**config.mk**
```make
export PLATFORM = sky130hd
export DESIGN_NAME = fetch_prefetch_queue_flat
export DESIGN_NICKNAME = d
export VERILOG_FILES = /design/src/rtl/fetch_prefetch_queue_if.sv /design/src/rtl/fetch_prefetch_queue.sv /design/src/flat_wrapper.sv
export SDC_FILE = /design/constraint.sdc
export NUM_CORES = 1
export LEC_CHECK = 0
export ABC_AREA = 1
export CAP_MARGIN = 20
export CORE_MARGIN = 2
export CORE_UTILIZATION = 56
export CTS_CLUSTER_DIAMETER = 80
export DETAILED_ROUTE_END_ITERATION = 16
export MAX_ROUTING_LAYER = met4
export PLACE_DENSITY = 0.8
export SLEW_MARGIN = 20
export SYNTH_ARGS = -nofsm -noshare
export SYNTH_HDL_FRONTEND = slang
export SYNTH_SLANG_ARGS = --single-unit
```
**constraint.sdc**
```tcl
create_clock -name clk -period 5.2 [get_ports clk]
set_clock_uncertainty 0.2 [all_clocks]
set_input_delay 1.04 -clock clk [delete_from_list [all_inputs] [get_ports clk]]
set_output_delay 1.04 -clock clk [all_outputs]
set_load 0.1 [all_outputs]
```
**src/rtl/fetch_prefetch_queue_if.sv**
```systemverilog
// Fetch front-end bus bundle: instruction-memory request/response, redirect
// from execute, and the decode-side instruction handshake.
interface fetch_prefetch_queue_if #(
    parameter int XLEN   = 32,
    parameter int ADDR_W = 8
);
    logic              imem_req_valid;
    logic              imem_req_ready;
    logic [ADDR_W-1:0] imem_req_addr;
    logic              imem_rsp_valid;
    logic [XLEN-1:0]   imem_rsp_data;
    logic              redirect;
    logic [XLEN-1:0]   redirect_pc;
    logic              ins_valid;
    logic              ins_ready;
    logic [XLEN-1:0]   ins_out;
    logic [XLEN-1:0]   ins_pc;
    logic [XLEN-1:0]   ins_pc_plus4;

    modport master (
        output imem_req_valid, imem_req_addr, ins_valid, ins_out, ins_pc, ins_pc_plus4,
        input  imem_req_ready, imem_rsp_valid, imem_rsp_data, redirect, redirect_pc, ins_ready
    );

    modport slave (
        input  imem_req_valid, imem_req_addr, ins_valid, ins_out, ins_pc, ins_pc_plus4,
        output imem_req_ready, imem_rsp_valid, imem_rsp_data, redirect, redirect_pc, ins_ready
    );
endinterface

```
**src/rtl/fetch_prefetch_queue.sv**
```systemverilog
// Instruction prefetch queue: issues pipelined in-order fetches, buffers up to
// DEPTH PC-tagged instructions for decode, and flushes on branch redirect.
module fetch_prefetch_queue #(
    parameter int              XLEN     = 32,
    parameter int              DEPTH    = 4,
    parameter int              ADDR_W   = 8,
    parameter logic [XLEN-1:0] RESET_PC = '0
) (
    input logic                    clk,
    input logic                    rst,
    fetch_prefetch_queue_if.master fq
);
    localparam int PW = $clog2(DEPTH);
    typedef logic [PW:0] ptr_t;

    logic [XLEN-1:0] pc_mem  [DEPTH];
    logic [XLEN-1:0] ins_mem [DEPTH];
    ptr_t            head, tail, fill, drop;
    logic [XLEN-1:0] fetch_pc;

    ptr_t            count, unfilled;
    logic [PW+1:0]   occ;
    logic            req_fire, rsp_keep, pop;
    logic [XLEN-1:0] head_pc;

    // head..fill holds returned words; fill..tail still awaits its response.
    assign count    = tail - head;
    assign unfilled = tail - fill;
    assign occ      = {1'b0, count} + {1'b0, drop};

    assign fq.imem_req_valid = rst && !fq.redirect && (occ < (PW+2)'(DEPTH));
    assign req_fire          = fq.imem_req_valid && fq.imem_req_ready;
    assign rsp_keep          = fq.imem_rsp_valid && !fq.redirect && (drop == '0);
    assign fq.ins_valid      = rst && (fill != head);
    assign pop               = fq.ins_valid && fq.ins_ready;

    // Outputs are gated so they read 0 for as long as reset is held.
    assign head_pc          = pc_mem[head[PW-1:0]];
    assign fq.imem_req_addr = rst ? fetch_pc[ADDR_W-1:0] : '0;
    assign fq.ins_out       = rst ? ins_mem[head[PW-1:0]] : '0;
    assign fq.ins_pc        = rst ? head_pc : '0;
    assign fq.ins_pc_plus4  = rst ? head_pc + XLEN'(4) : '0;

    always_ff @(posedge clk) begin
        if (req_fire) pc_mem[tail[PW-1:0]] <= fetch_pc;
        if (rsp_keep) ins_mem[fill[PW-1:0]] <= fq.imem_rsp_data;
    end

    always_ff @(posedge clk or negedge rst) begin
        if (!rst) begin
            head     <= '0;
            tail     <= '0;
            fill     <= '0;
            drop     <= '0;
            fetch_pc <= RESET_PC;
        end else if (fq.redirect) begin
            head     <= tail;
            fill     <= tail;
            // Each unfilled slot still owes a word; one arriving now settles one of them.
            drop     <= drop + unfilled - ptr_t'(fq.imem_rsp_valid);
            fetch_pc <= {fq.redirect_pc[XLEN-1:2], 2'b00};
        end else begin
            if (req_fire) begin
                tail     <= tail + 1'b1;
                fetch_pc <= fetch_pc + XLEN'(4);
            end
            if (pop) head <= head + 1'b1;
            if (fq.imem_rsp_valid) begin
                if (drop != '0) drop <= drop - 1'b1;
                else            fill <= fill + 1'b1;
            end
        end
    end

    a_rsp_outstanding: assert property (@(posedge clk) disable iff (!rst)
        fq.imem_rsp_valid |-> (unfilled != '0 || drop != '0));
endmodule

```
**src/flat_wrapper.sv**
```systemverilog
// flat-port wrapper written by rule: the top's interface ports become plain ports
module fetch_prefetch_queue_flat 
#(
    parameter int              XLEN     = 32,
    parameter int              DEPTH    = 4,
    parameter int              ADDR_W   = 8,
    parameter logic [XLEN-1:0] RESET_PC = '0
)
  (clk, rst, fq_imem_req_valid, fq_imem_req_addr, fq_ins_valid, fq_ins_out, fq_ins_pc, fq_ins_pc_plus4, fq_imem_req_ready, fq_imem_rsp_valid, fq_imem_rsp_data, fq_redirect, fq_redirect_pc, fq_ins_ready);
  fetch_prefetch_queue_if #(.XLEN(XLEN), .ADDR_W(ADDR_W)) fq_i ();
  input logic clk;
  input logic rst;
  output wire logic [$bits(fq_i.imem_req_valid)-1:0] fq_imem_req_valid;
  output wire logic [$bits(fq_i.imem_req_addr)-1:0] fq_imem_req_addr;
  output wire logic [$bits(fq_i.ins_valid)-1:0] fq_ins_valid;
  output wire logic [$bits(fq_i.ins_out)-1:0] fq_ins_out;
  output wire logic [$bits(fq_i.ins_pc)-1:0] fq_ins_pc;
  output wire logic [$bits(fq_i.ins_pc_plus4)-1:0] fq_ins_pc_plus4;
  input wire logic [$bits(fq_i.imem_req_ready)-1:0] fq_imem_req_ready;
  input wire logic [$bits(fq_i.imem_rsp_valid)-1:0] fq_imem_rsp_valid;
  input wire logic [$bits(fq_i.imem_rsp_data)-1:0] fq_imem_rsp_data;
  input wire logic [$bits(fq_i.redirect)-1:0] fq_redirect;
  input wire logic [$bits(fq_i.redirect_pc)-1:0] fq_redirect_pc;
  input wire logic [$bits(fq_i.ins_ready)-1:0] fq_ins_ready;
  assign fq_imem_req_valid = fq_i.imem_req_valid;
  assign fq_imem_req_addr = fq_i.imem_req_addr;
  assign fq_ins_valid = fq_i.ins_valid;
  assign fq_ins_out = fq_i.ins_out;
  assign fq_ins_pc = fq_i.ins_pc;
  assign fq_ins_pc_plus4 = fq_i.ins_pc_plus4;
  assign fq_i.imem_req_ready = fq_imem_req_ready;
  assign fq_i.imem_rsp_valid = fq_imem_rsp_valid;
  assign fq_i.imem_rsp_data = fq_imem_rsp_data;
  assign fq_i.redirect = fq_redirect;
  assign fq_i.redirect_pc = fq_redirect_pc;
  assign fq_i.ins_ready = fq_ins_ready;
  fetch_prefetch_queue #(.XLEN(XLEN), .DEPTH(DEPTH), .ADDR_W(ADDR_W), .RESET_PC(RESET_PC)) u_core (.clk(clk), .rst(rst), .fq(fq_i));
endmodule
```
=== Yosys cells after proc, flatten, opt, wreduce, memory -nomap -nowiden ===
Memory sizes are Yosys's and may differ from the RTL's.
Cells that the tools add are included.

* Register bits: 44
* RAM bits: 256
* Input bits: 70
* Output and inout port bits: 106
* Word-level logic and storage cells: 57
* Memories: 2

{| class="wikitable"
|+ Memory list
! name !! depth !! bits a word !! read ports !! clocked after Yosys merged registers in !! write ports !! RTL line !! RTL
|-
| u_core.ins_mem || 4 || 32 || 1 || 0 || 1 || fetch_prefetch_queue.sv:17 || <nowiki>logic [XLEN-1:0] ins_mem [DEPTH];</nowiki>
|-
| u_core.pc_mem || 4 || 32 || 1 || 0 || 1 || fetch_prefetch_queue.sv:16 || <nowiki>logic [XLEN-1:0] pc_mem [DEPTH];</nowiki>
|}

* Add/sub/neg operators: 11
* Magnitude comparators: 1
* Equality and inequality tests: 2
* Multiplexer cells: 18
* Bitwise logic cells: 1
* Reductions and logical operators: 17

{| class="wikitable"
|+ Operators by type and width
! cell !! number
|-
| 32-bit two-way mux || 5
|-
| 32-bit by 3-bit adder with 32-bit output (second input constant) || 2
|-
| 3-bit two-way mux || 8
|-
| 3-bit by 1-bit adder with 3-bit output (second input constant) || 3
|-
| 8-bit two-way mux || 1
|-
| 2-bit nonzero test || 4
|-
| 1-bit logical AND || 7
|-
| 2-bit AND reduction || 3
|-
| 3-bit subtractor || 2
|-
| 3-bit by 3-bit adder with 4-bit output || 1
|-
| 4-bit by 3-bit < comparator with 1-bit output (second input constant) || 1
|-
| 1-bit two-way mux || 4
|-
| 3-bit adder || 1
|-
| 3-bit zero test || 1
|-
| 3-bit != test || 1
|-
| 3-bit nonzero test || 1
|-
| 3-bit by 1-bit subtractor with 3-bit output || 1
|-
| 3-bit by 1-bit subtractor with 3-bit output (second input constant) || 1
|-
| 2-bit != test (second input constant) || 1
|-
| 1-bit zero test || 1
|-
| 1-bit NOT || 1
|}

=== Depth between registers and ports, before layout ===
* Depth after elaboration: 7
* Depth in mapped cells: 16
* Mapped depth without buffers: 14

=== Worst setup path before layout ===
No wires, ideal clock.

* Kind: register to output
* Start point: register u_core.head[0]
* End point: output port fq_ins_pc_plus4[14]
* Arrival time: 3905 ps
* Required time: 3960 ps
* Path slack: 55 ps
* Stages on the path, launching flop included: 15
* Path buffers: 4
* Path through: dfrtp_1 buf_6 inv_6 buf_6 buf_6 buf_4 o211ai_2 nand2_1 ha_1 nand2_1 nor2_1 nand2_2 nor2_1 nor2_1 nor3_1

* Word-level cells in the longest chain between the ends: 3

{| class="wikitable"
|+ Ends and longest elaborated chain
! item !! RTL line !! RTL
|-
| start, declared || fetch_prefetch_queue.sv:18 || <nowiki>ptr_t head, tail, fill, drop;</nowiki>
|-
| start signal, assigned || fetch_prefetch_queue.sv:57 || <nowiki>head <= tail;</nowiki>
|-
| start signal, assigned || fetch_prefetch_queue.sv:67 || <nowiki>if (pop) head <= head + 1'b1;</nowiki>
|-
| memory read 4 x 32 bit || -- ||
|-
| 32-bit by 3-bit adder with 32-bit output || fetch_prefetch_queue.sv:42 || <nowiki>assign fq.ins_pc_plus4 = rst ? head_pc + XLEN'(4) : '0;</nowiki>
|-
| 32-bit two-way mux || fetch_prefetch_queue.sv:42 ||
|-
| end, declared || flat_wrapper.sv:18 || <nowiki>output wire logic [$bits(fq_i.ins_pc_plus4)-1:0] fq_ins_pc_plus4;</nowiki>
|}

Every way passes these cells.

=== Worst setup path after layout ===
* Start point: register u_core.head[0]
* End point: output port fq_ins_pc_plus4[24]

The elaborated chain is that of the path after synthesis.

==> qor.txt <==
CP Capture Type - output pin
Post-Syn Instances - 1555
Root Buffer - clkbuf_16
actual slew at the worst max-slew pin - 0.7316 ns
drt drc - 0
drt total wl - 35000 um
relative slew slack - 51.16%
All-Layer GR Usage - 26.80%
die area - 26840 um^2
final hold vios - 0
register area share after synthesis - 59.41%
Die Ht - 163.8 um
Fin Setup TNS - 0 ns
leading area contributor after synthesis - edfxtp_1
largest net degree at the start of global routing - 65
total number of vias - 11205
crit path DAT - 3.53 ns
fin crit share - 91.74%
Lkg Pwr - 0.007050 uW
die width - 163.8 um
first-pass GRT wire length - 54540 um
core area - 25110 um^2
top-area cell type share of the netlist area - 52.06%
filler cell count - 1878
flops & latches, synth - 290
Yosys cell types - 40
Initial Util - 56.97%
initial antenna violation count - 0
setup bufs post-CTS - 0
Vias/cell - 5.445
Mean Syn Cell Area - 9.199 um^2
worst vdd ir - 651.3 uV
share of layout cells above drive strength 1 - 11.99%
# hold bufs at CTS - 0
# H-tree levels - 1
most used cell, CP - nand2_1
Pins Over Slew Limit - 0
Bufs on Longest Clock Path - 3
Clk Latency, worst-skew pair - 0.53 ns
Iter 0 DRT Violations - 1179
top cells by area, synth - edfxtp_1 (52%), nand2_1 (12%), dfrtp_1 (7.3%)
Slowest-stage cell, CP - dfrtp_4
grt ovf - 0
Synthesis Warnings - 0
CP startpoint kind - register
TritonCTS Buffers - 28
HP Start - u_core.fill[1]
critical path's largest stage delay - 0.67 ns
post-layout minimum cycle time - 4.770 ns
placed wire-length estimate - 22490 um
number of global-route vias before repair - 10733
# port buffers - 167
Min-Delay Path Class - reg -> reg
outcome - complete, no violations
CTS tree - built
num rows - 58
MaxCap Viol Count - 0
required time of the critical path - 3.96 ns
First-pass DRT Iterations - 6
Power Dens Cells - 608.8 nW/um^2
Top Ports - 176
crit path from - u_core.head[0]
reg2reg start - u_core.head[1]
cts repair resizes - 0
Synth Cell Area - 14300 um^2
CP cell instances - inv_6 -> buf_4 -> nand2_1 -> nand2_1 -> nand2_1 -> nand2_1 -> nand2_1 -> nor2_1 -> nand2_1 -> nor2_1 -> nand2_1 -> nand2_1 -> inv_1 -> nor2_1 -> buf_12
clock slew at reported path FFs - 0.07 ns
final core occ - 69.07%
Area Growth Syn to Fin - 21.23%
antenna-violating nets left - 0
RePlAce Congestion - 0.8955
Worst Path Max Fanout - 45
CP Class - reg -> out
Net count, final - 1797
WL/cell - 17.01 um
Clock Sinks - 290
final setup fails - 0
highest clock rate - 0.2096 GHz
RSZ-0062 raised after global routing - no
[critical path: cells and delay by family, from the launching register on]
kind / cells / cell delay [ns]
DFF: 1 / 0.67
buffers and inverters: 4 / 0.95
and+or+nand+nor: 11 / 1.36
[kinds of logic (layout without fill, tap and decap cells)]
kind of cell	Yosys count	after routing	share of synthesized area (%)
flops	290	290	59.41
buf+inv	161	328	5.143
other cells	1	7	0.02621
simple gates	879	879	24.74
fa+ha+maj	22	22	2.187
compound gates	167	167	6.359
xor+xnor	35	35	2.143
[state kept, by name, summed over array words and instances (netlist names)]
name	cells
u_core.head	3
u_core.ins_mem	128
u_core.drop	3
u_core.fetch_pc	30
u_core.fill	3
u_core.tail	3
u_core.pc_mem	120
[where the power goes]
group | switching, uW | internal [uW]
Sequential | 327 | 2790
Combinational | 3860 | 1380
Clock | 821 | 1390
[cells in the mapped netlist, drive strengths merged]
master and count:
nand2 485, nor2 270, edfxtp 248, nand3 96, inv 86, o21ai 85
a21oi 55, buf 45, dfrtp 42, clkbuf 30, xnor2 19, ha 17
o211ai 17, xor2 16, nor3 14, nand4 6, fa 5, o21bai 4
o22ai 3, and2 2, nor4 2, or2 2, a31oi 1, a32oi 1
and3 1, conb 1, nor3b 1, o22a 1
[worst paths after layout]
path                                         to  slack, ns  cells after the start
setup / recovery            fq_ins_pc_plus4[24]       0.43                     15
hold / removal                   u_core.fill[1]       0.39                      2
setup reg to reg           u_core.pc_mem[3][18]       1.41                     10
hold reg to reg                  u_core.fill[1]       0.39                      2
max in group asynchronous   u_core.fetch_pc[17]       3.52                      3
min in group asynchronous        u_core.fill[2]       0.46                      2
[cell type report]
| cell class | instances | area [um^2] | area share (%) |
|---|---|---|---|
| antenna | 1 | 2.502 | 0.01443 |
| clock buffer | 40 | 817.0 | 4.711 |
| clock inverter | 12 | 216.5 | 1.248 |
| inverter | 86 | 327.8 | 1.890 |
| multi-input combinational | 1109 | 5110 | 29.47 |
| sequential | 290 | 8503 | 49.03 |
| tap | 330 | 412.9 | 2.381 |
| timing repair buffer | 190 | 1952 | 11.26 |
[metal layers]
layer / global-route usage, % / routed length, um / vias up
li1: - / - / 5425
met1: 36.02 / 14410 / 5209
met2: 43.60 / 16950 / 501
met3: 2.828 / 2876 / 70
met4: 8.094 / 767 / 0
met5: - / 0 / -
[placed cells by master, fill, tap and decap left out, types with 2 or more instances in the layout]
| cell | count |
|---|---|
| nand2_2 | 9 |
| nor4_1 | 2 |
| o22ai_1 | 3 |
| inv_1 | 80 |
| dfrtp_1 | 40 |
| clkbuf_8 | 5 |
| xor2_1 | 16 |
| nor2_1 | 253 |
| clkdlybuf4s50_1 | 66 |
| nor2_4 | 3 |
| clkbuf_1 | 6 |
| nor2_2 | 14 |
| o21bai_1 | 4 |
| buf_4 | 94 |
| nand3_1 | 96 |
| nor3_1 | 13 |
| clkbuf_16 | 29 |
| a21oi_1 | 54 |
| ha_1 | 17 |
| inv_2 | 5 |
| clkinvlp_4 | 2 |
| fa_1 | 5 |
| nand2_1 | 476 |
| nand4_1 | 6 |
| or2_2 | 2 |
| o21ai_1 | 2 |
| conb_1 | 6 |
| and2_1 | 2 |
| edfxtp_1 | 248 |
| o21ai_0 | 83 |
| buf_12 | 29 |
| o211ai_1 | 16 |
| xnor2_1 | 19 |
| clkinv_1 | 2 |
| bufinv_16 | 6 |
[per-stage QoR]
step / hold WS (ns) / setup slack (ns) / cells / total power, uW / instance area [um^2]
after floorplan: 0.2964 / 0.05466 / 1560 / 6983 / 14320
after global placement: 0.3471 / 1.016 / 2005 / 8216 / 16310
after detailed placement: 0.3666 / 0.9532 / 2005 / 8335 / 16310
after CTS: 0.3846 / 0.4583 / 2057 / 10560 / 17340
after global routing: 0.4046 / 0.1032 / 2057 / 11070 / 17340
final: 0.3911 / 0.4297 / 2058 / 10560 / 17340
No activity file was read; power rests on OpenSTA's default activity.
